### src/rtl/lsu_align.sv
// rtl/lsu_align.sv - byte/half/word load-store alignment onto a word-addressed registered-read memory
//
// Purpose: accepts one byte-addressed access at a time and turns it into one or
// two word-addressed memory cycles. Stores get lane-shifted data and byte
// enables. Loads get the addressed bytes extracted and sign/zero extended.
//
// Ports:
//   clk, reset                 single clock, synchronous active-high reset
//   req, we, addr, size, uns,  request; sampled only while idle
//   wdata
//   busy, done, err, rdata     status, completion pulse, reject flag, load result
//   mem_addr, mem_be, mem_we,  word-addressed memory port, 1-cycle read latency
//   mem_wdata, mem_rdata
//
// Build option: LSU_MISALIGNED_EN accepts any byte offset and splits accesses
// that cross a word boundary. Without it, misaligned halves/words are rejected.

module lsu_align #(
  parameter int ADDRESS_WIDTH = 9,
  parameter int DATA_WIDTH    = 32
) (
  input  logic                     clk,
  input  logic                     reset,
  input  logic                     req,
  input  logic                     we,
  input  logic [31:0]              addr,
  input  logic [1:0]               size,
  input  logic                     uns,
  input  logic [DATA_WIDTH-1:0]    wdata,
  output logic                     busy,
  output logic                     done,
  output logic                     err,
  output logic [DATA_WIDTH-1:0]    rdata,
  output logic [ADDRESS_WIDTH-1:0] mem_addr,
  output logic [3:0]               mem_be,
  output logic                     mem_we,
  output logic [DATA_WIDTH-1:0]    mem_wdata,
  input  logic [DATA_WIDTH-1:0]    mem_rdata
);

  typedef enum logic [2:0] {S_IDLE, S_ACC1, S_ACC2, S_CAP, S_DONE} state_t;
  state_t state;

  // Decode of the incoming request, used only on the accepting cycle.
  logic [1:0]               req_k;
  logic [ADDRESS_WIDTH-1:0] req_w0;
  logic [3:0]               req_mask;
  logic [2:0]               req_bytes;
  logic                     req_span;
  logic                     req_illegal;
  logic                     unused_addr;

  assign req_k       = addr[1:0];
  assign req_w0      = addr[ADDRESS_WIDTH+1:2];
  assign unused_addr = ^addr[31:ADDRESS_WIDTH+2];

  always_comb begin
    req_mask  = 4'hF;
    req_bytes = 3'd4;
    case (size)
      2'b00:   begin req_mask = 4'h1; req_bytes = 3'd1; end
      2'b01:   begin req_mask = 4'h3; req_bytes = 3'd2; end
      default: ;
    endcase
  end

  assign req_span = ({1'b0, req_k} + req_bytes) > 3'd4;

  always_comb begin
    req_illegal = (size == 2'b11);
`ifdef LSU_MISALIGNED_EN
    // every offset is accepted; crossing accesses are split through ACC2
`else
    if ((size == 2'b01 && req_k[0]) || (size == 2'b10 && req_k != 2'd0))
      req_illegal = 1'b1;
`endif
  end

  // Latched request.
  logic                     we_r;
  logic                     uns_r;
  logic                     span_r;
  logic [1:0]               k_r;
  logic [1:0]               size_r;
  logic [3:0]               mask_r;
  logic [ADDRESS_WIDTH-1:0] w0_r;
  logic [DATA_WIDTH-1:0]    wdata_r;
  logic [DATA_WIDTH-1:0]    word0_r;

  // Second-cycle shifts; only meaningful when k_r != 0 (spanning).
  logic [2:0] sh_be2;
  logic [5:0] sh_wd2;
  assign sh_be2 = 3'd4 - {1'b0, k_r};
  assign sh_wd2 = 6'd32 - {1'b0, k_r, 3'b000};

  // Load extraction from the final memory word (plus word0 when spanning).
  logic [2*DATA_WIDTH-1:0] load_pair;
  logic [DATA_WIDTH-1:0]   load_shifted;
  logic [DATA_WIDTH-1:0]   load_result;

  always_comb begin
    load_pair    = span_r ? {mem_rdata, word0_r} : {{DATA_WIDTH{1'b0}}, mem_rdata};
    load_shifted = DATA_WIDTH'(load_pair >> {k_r, 3'b000});
    case (size_r)
      2'b00:   load_result = uns_r ? {{(DATA_WIDTH-8){1'b0}}, load_shifted[7:0]}
                                   : {{(DATA_WIDTH-8){load_shifted[7]}}, load_shifted[7:0]};
      2'b01:   load_result = uns_r ? {{(DATA_WIDTH-16){1'b0}}, load_shifted[15:0]}
                                   : {{(DATA_WIDTH-16){load_shifted[15]}}, load_shifted[15:0]};
      default: load_result = load_shifted;
    endcase
  end

  always_ff @(posedge clk) begin
    if (reset) begin
      state     <= S_IDLE;
      busy      <= 1'b0;
      done      <= 1'b0;
      err       <= 1'b0;
      rdata     <= '0;
      mem_addr  <= '0;
      mem_be    <= 4'h0;
      mem_we    <= 1'b0;
      mem_wdata <= '0;
      we_r      <= 1'b0;
      uns_r     <= 1'b0;
      span_r    <= 1'b0;
      k_r       <= 2'd0;
      size_r    <= 2'd0;
      mask_r    <= 4'h0;
      w0_r      <= '0;
      wdata_r   <= '0;
      word0_r   <= '0;
    end else begin
      done <= 1'b0;
      err  <= 1'b0;
      case (state)
        S_IDLE: begin
          mem_be <= 4'h0;
          mem_we <= 1'b0;
          if (req) begin
            we_r    <= we;
            uns_r   <= uns;
            span_r  <= req_span;
            k_r     <= req_k;
            size_r  <= size;
            mask_r  <= req_mask;
            w0_r    <= req_w0;
            wdata_r <= wdata;
            busy    <= 1'b1;
            if (req_illegal) begin
              // Rejected: no memory cycle, straight to the completion pulse.
              state <= S_DONE;
              done  <= 1'b1;
              err   <= 1'b1;
              rdata <= '0;
            end else begin
              state     <= S_ACC1;
              mem_addr  <= req_w0;
              mem_be    <= req_mask << req_k;
              mem_we    <= we;
              mem_wdata <= wdata << {req_k, 3'b000};
            end
          end
        end
        S_ACC1: begin
          if (span_r) begin
            // Upper part of the access goes to the next word, wrapping at the top.
            state     <= S_ACC2;
            mem_addr  <= w0_r + ADDRESS_WIDTH'(1);
            mem_be    <= mask_r >> sh_be2;
            mem_we    <= we_r;
            mem_wdata <= wdata_r >> sh_wd2;
          end else begin
            mem_be <= 4'h0;
            mem_we <= 1'b0;
            if (we_r) begin
              state <= S_DONE;
              done  <= 1'b1;
            end else begin
              state <= S_CAP;
            end
          end
        end
        S_ACC2: begin
          mem_be <= 4'h0;
          mem_we <= 1'b0;
          if (we_r) begin
            state <= S_DONE;
            done  <= 1'b1;
          end else begin
            // Read data for w0 arrives now; w1's arrives during CAP.
            word0_r <= mem_rdata;
            state   <= S_CAP;
          end
        end
        S_CAP: begin
          rdata <= load_result;
          done  <= 1'b1;
          state <= S_DONE;
        end
        S_DONE: begin
          busy  <= 1'b0;
          state <= S_IDLE;
        end
        default: begin
          busy  <= 1'b0;
          state <= S_IDLE;
        end
      endcase
    end
  end

endmodule

### config.mk
export PLATFORM = sky130hd
export DESIGN_NAME = lsu_align
export DESIGN_NICKNAME = d
export VERILOG_FILES = /design/src/rtl/lsu_align.sv
export SDC_FILE = /design/constraint.sdc
export NUM_CORES = 1
export LEC_CHECK = 0
export ABC_AREA = 1
export CORE_UTILIZATION = 31
export DETAILED_ROUTE_END_ITERATION = 10
export MAX_ROUTING_LAYER = met4
export SLEW_MARGIN = 30
export SYNTH_ARGS = -nofsm -noshare
export SYNTH_HDL_FRONTEND = slang
export SYNTH_SLANG_ARGS = --single-unit
### constraint.sdc
create_clock -name clk -period 3.14 [get_ports clk]
set_clock_uncertainty 0.2 [all_clocks]
set_input_delay 0.314 -clock clk [delete_from_list [all_inputs] [get_ports clk]]
set_output_delay 0.314 -clock clk [all_outputs]
set_load 0.02 [all_outputs]
==> results of run 1 <==
[synth_stat cells (9+ instances only)]
master    number
a21oi_1      132
a31oi_1       24
buf_2         37
clkbuf_1      53
dfxtp_1      167
inv_1         63
nand2_1      378
nand3_1      120
nor2_1       163
o211ai_1      30
o21a_1        10
o21ai_0      162
o21ai_1        9
[logic make-up (layout without fill, tap and decap cells)]
logic type	count (synthesis)	in the layout	synth area share
AND/OR/NAND/NOR	674	674	0.305
AO/OA/AOI/OAI	374	374	0.227
buffers and inverters	177	295	0.0861
flip-flops	167	167	0.372
adder cells (fa/ha/maj)	5	5	0.00780
XOR/XNOR	2	2	0.00195
other	0	1	0
[sequential cells by signal (all words and copies together) (netlist names)]
name and flops:
mem_be 4, done 1, busy 1, err 1, we_r 1, w0_r 9, mem_addr 9, span_r 1
mem_wdata 32, state 3, rdata 32, uns_r 1, mem_we 1, mask_r 3, k_r 2, word0_r 32
size_r 2, wdata_r 32
[worst max path at each step]
stage | cells after the start | start | endpoint
after floorplan | 11 | k_r[0] | mem_wdata[7]
after global placement | 8 | req | mem_wdata[30]
final | 8 | state[2] | mem_wdata[9]
after global routing | 8 | state[2] | mem_wdata[9]
after detailed placement | 9 | req | mem_wdata[6]
after CTS | 8 | state[2] | mem_wdata[9]
[metrics by stage]
| stage | total power, mW | hold slack (ps) | setup slack, ps | instance area [µm²] | utilization |
|---|---|---|---|---|---|
| 6_report | 6.10 | 266 | 606 | 11400 | 0.406 |
| 5_1_grt | 6.40 | 278 | 370 | 11400 | 0.406 |
| 4_1_cts | 6.13 | 259 | 618 | 11400 | 0.406 |
| 3_5_place_dp | 4.01 | 254 | 594 | 10800 | 0.385 |
| 3_3_place_gp | 3.99 | 248 | 506 | 10800 | 0.384 |
| 2_1_floorplan | 3.43 | 238 | 817 | 8980 | - |
[routing by layer]
metal | GRT usage | up-vias
met5 | - | -
met4 | 0.105 | 0
met3 | 0.0382 | 66
met2 | 0.338 | 373
met1 | 0.269 | 4484
li1 | - | 4845
[power by group through the flow]
stage | Clock (mW) | Combinational [mW] | Sequential, mW
after global routing | 2.24 | 1.76 | 2.40
after CTS | 2.16 | 1.59 | 2.38
after floorplan | 0 | 0.948 | 2.48
after global placement | 0 | 1.56 | 2.42
final | 2.12 | 1.60 | 2.38
after detailed placement | 0 | 1.59 | 2.42
[final cells by class]
cell class                 instances  area [µm²]
fill                            2947       16700
multi-input combinational       1055        4870
sequential                       167        3350
timing repair buffer             191        1880
tap                              378         473
clock buffer                      18         439
inverter                          72         273
clock inverter                    14         154
antenna                            1        2.50
[critical path, cell delays in order, from the launching register on]
cell	delay [ps]
dfxtp_1	360
inv_2	70
nand2_2	80
nor2_4	110
buf_4	210
nand2_2	310
nor2_2	710
o21ai_0	240
a21oi_1	180
==> results.cfg, run 1 <==
[finish]
area_delta_synth_final_pct = 27.4
final_common_cell = nand2_1
final_cells = 1896
drive_above_1_share = 0.0587
layout_common_cells = nand2_1, dfxtp_1, nor2_1, o21ai_0, clkdlybuf4s50_1
nets = 1612

[synth]
mappedNetlistNets = 1507
synthCells = 1399
synth_area_per_cell_um2 = 6.42
ys_ff_latch = 167
synth.area.top_cells = dfxtp_1, nand2_1, o21ai_0, a21oi_1, nor2_1
synth.top_cell.area_share = 0.372
async_reset_ff_frac = 0
synth_top_cell_by_area = dfxtp_1
synth_cell_types = 37
ys_seq_area_frac = 0.372
yosys_warnings = 0
syn_area_mm2 = 0.00898
synth_flop_cell = dfxtp_1
synth_edf_count = 0

[floorplan]
die-area_mm2 = 0.0297
io_pins = 184
initial_core_util = 0.319
die_h_um = 172
die_w_um = 172
rows = 61
coreArea_mm2 = 0.0282

[routing]
top_layer_used = met4
routedWlPerCell_um = 16.3
wl_met3_um = 2130
vias_per_cell = 5.15
drtIter0Drc = 891
ant_nets = 0
drtPass1Iterations = 5
drc_errors = 0
num_vias = 9768
routed_wl_um = 30900
routed-wl-met2_um = 14100
m1WireLength_um = 13400

[critical_path]
r2r-end = mem_wdata[9]
end_kind = flip-flop
setup.worst_path.class = reg2reg
cp.arrival_ps = 2690
worst_r2r_path_depth = 8
cp_data_required_time_ps = 3300
rrSetupSlack_ps = 610
path_max_fanout = 18
rr_startpoint = state[2]
startpoint_type = flip-flop

[power_and_ir_drop]
switching_share = 0.354
pwr-share-clk = 0.348
power.switching_mw = 2.16
power-per-cell-area_mw_per_mm2 = 533
ir_drop_uv = 341
intPower_mw = 3.94
seqPwrFrac = 0.390
p_leak_nw = 4.71
share_comb_of_total_power = 0.262

[timing]
period_minus_slack_ps = 2530
relSlewSlack = 0.486
max_slew.worst_pin.slew_ps = 770
period_share = 0.807
final-hold-violation-count = 0
slew_viol_final = 0
setup_tns_ps = 0
fmax_mhz = 395
grt_setup_unrepaired = false
setup_viol = 0

[worst_hold_path]
min_from = rdata[24]
min_path_type = reg2reg
min_delay_worst_endpoint = rdata[24]
whs_path_depth = 2

[clocking]
htreeDepth = 4
cts_root_buffer = clkbuf_16
cts-buffers-inserted = 17
cts_resized = 0
cts_hold_buf = 0
cts_setup_buffers = 0
cts.path.max_buffers = 2
path_clk_slew_ps = 70
clkLatencyLatePin_ps = 430
tritoncts = done
cts_sinks = 167

[flow_run]
maxCapViolCount = 0

[global_routing]
grt_pass1_wl_um = 48400
track_usage = 0.216
antenna_found_initial = 1
grt_pass1_vias = 9136
grt_remaining_overflow = 0
grt_max_degree = 72

[placed_design]
hpwl_um = 20700
finalWeightedCongestion = 0.937
portBuffers = 162
dp.cells = 1863

[status]
outcome = finished, final reports clean
No activity file was read; power rests on OpenSTA's default activity.
==> inputs of run 2 (changes only) <==
==> constraint.sdc (replaced) <==
create_clock -name clk -period 2.1 [get_ports clk]
set_clock_uncertainty 0.2 [all_clocks]
set_input_delay 0.21 -clock clk [delete_from_list [all_inputs] [get_ports clk]]
set_output_delay 0.21 -clock clk [all_outputs]
set_load 0.02 [all_outputs]
==> run 2 against run 1 <==
Combinational power grew 57%. Setup slack lost 440 ps. Design area grew 3.8%. Largest cell class unchanged. Highest routed layer unchanged.
==> results.cfg, run 2 (synthesis gave the netlist of run 1 again) <==
[critical_path]
cpMaxStageDelayCell = dfxtp_2
cp.arrival_ps = 2090
rr_startpoint = span_r
setup.worst_path.class = reg2reg
max_stage_delay_ps = 340
cp_data_required_time_ps = 2260
r2r-end = rdata[18]
worst_r2r_path_depth = 10
startpoint_type = flip-flop
path_max_fanout = 23
end_kind = flip-flop
worstPathCellList = inv_2 -> buf_12 -> nand2_1 -> nand3_1 -> nand3_1 -> nand2_2 -> nand2_4 -> nand3_4 -> nand2_1 -> a21oi_1
rrSetupSlack_ps = 170

[flow_run]
maxCapViolCount = 0

[worst_hold_path]
min_from = wdata[14]
min_path_type = in2reg
whs_path_depth = 3
min_delay_worst_endpoint = wdata_r[14]

[timing]
setup_tns_ps = 0
setup_viol = 0
slew_viol_final = 0
finalWorstSetupSlack_ps = 168
final-hold-violation-count = 0
holdWs_ps = 162
fmax_mhz = 518
period_share = 0.920
period_minus_slack_ps = 1930
relSlewSlack = 0.710
max_slew.worst_pin.slew_ps = 431
grt_setup_unrepaired = false

[placed_design]
dp_slack_ps = -275
portBuffers = 162
placed_area_mm2 = 0.0112
hpwl_um = 21100
finalWeightedCongestion = 0.886

[finish]
nets = 1651
finish.utilization = 0.421
diodes = 0
final_common_cell = nand2_1
fillCellCount = 2917
drive_above_1_share = 0.0817
layout_common_cells = nand2_1, dfxtp_1, nor2_1, o21ai_0, clkdlybuf4s50_1
design_area_mm2 = 0.0119
area_delta_synth_final_pct = 32.1

[floorplan]
die_w_um = 172
initial_core_util = 0.319
io_pins = 184
die-area_mm2 = 0.0297
coreArea_mm2 = 0.0282
die_h_um = 172
rows = 61

[routing]
drc_errors = 0
ant_nets = 0
routedWlPerCell_um = 15.8
num_vias = 9888
vias_per_cell = 5.12
routed_wl_um = 30600
drtPass1Iterations = 5
drtIter0Drc = 796

[status]
outcome = finished, final reports clean

[clocking]
cts.path.max_buffers = 2
cts_sinks = 167
cts-buffers-inserted = 17
cts_root_buffer = clkbuf_16
htreeDepth = 4
path_clk_slew_ps = 70
cts_resized = 0
tritoncts = done
clkLatencyLatePin_ps = 430

[power_and_ir_drop]
ir_drop_uv = 478
p_leak_nw = 4.95
power-per-cell-area_mw_per_mm2 = 811

[global_routing]
grt_max_degree = 101
track_usage = 0.215
grt_remaining_overflow = 0
grt_pass1_vias = 9090
antenna_found_initial = 0
grt_pass1_wl_um = 48100
-- run 2: cell count changes in the layout (fill, tap and decap cells not counted), sizes merged, moves of 3 or more --
cell    delta
bufinv     +5
buf       +39
inv        -3
clkinv     -4
-- run 2: how the worst max path moves through the flow --
stage	from	end	slack (ps)	cells after the start
after global routing	span_r	rdata[18]	10	10
after floorplan	k_r[0]	mem_wdata[13]	0.1	12
final	span_r	rdata[18]	170	10
after detailed placement	size[0]	span_r	-270	10
after CTS	state[2]	mem_wdata[19]	120	8
after global placement	size[0]	span_r	-280	10
-- run 2: final cells by class --
cell class                 count  area, µm²  share of cell area
sequential                   167       3350               0.282
tap                          378        473              0.0398
clock inverter                13        220              0.0186
multi-input combinational   1055       4890               0.412
clock buffer                  17        425              0.0358
inverter                      72        274              0.0231
timing repair buffer         230       2240               0.189
-- run 2: critical path: cells and delay by family, from the launching register on --
kind | cells | cell delay (ps)
and+or+nand+nor | 7 | 700
DFF | 1 | 340
AOI/OAI and AO/OA | 1 | 140
buffers and inverters | 2 | 470
-- run 2: layer usage --
layer	wire, µm	track usage	vias up
met2	14100	0.346	364
met4	908	0.0823	0
met3	1780	0.0309	50
met1	13800	0.271	4557
met5	0	-	-
li1	-	-	4917
-- run 2: through the flow --
stage | instances | power [mW]
floorplan | 1399 | 5.14
global placement | 1901 | 6.10
detailed placement | 1901 | 6.11
CTS | 1931 | 9.67
global route | 1932 | 10.1
finish | 1932 | 9.63
-- run 2: power breakdown --
part | switching, mW | total (mW) | leakage [nW] | internal (mW)
logic | 1.55 | 2.52 | 3.27 | 0.968
registers | 0.154 | 3.56 | 1.37 | 3.41
clock network | 1.42 | 3.54 | 0.314 | 2.13
total | 3.12 | 9.63 | 4.95 | 6.51
-- run 2: repair_timing --
action / 4_1_cts / 5_1_grt
hold buffers: 0 / 0
setup buffers: 0 / 1
setup endpoints to repair: 0 / 13
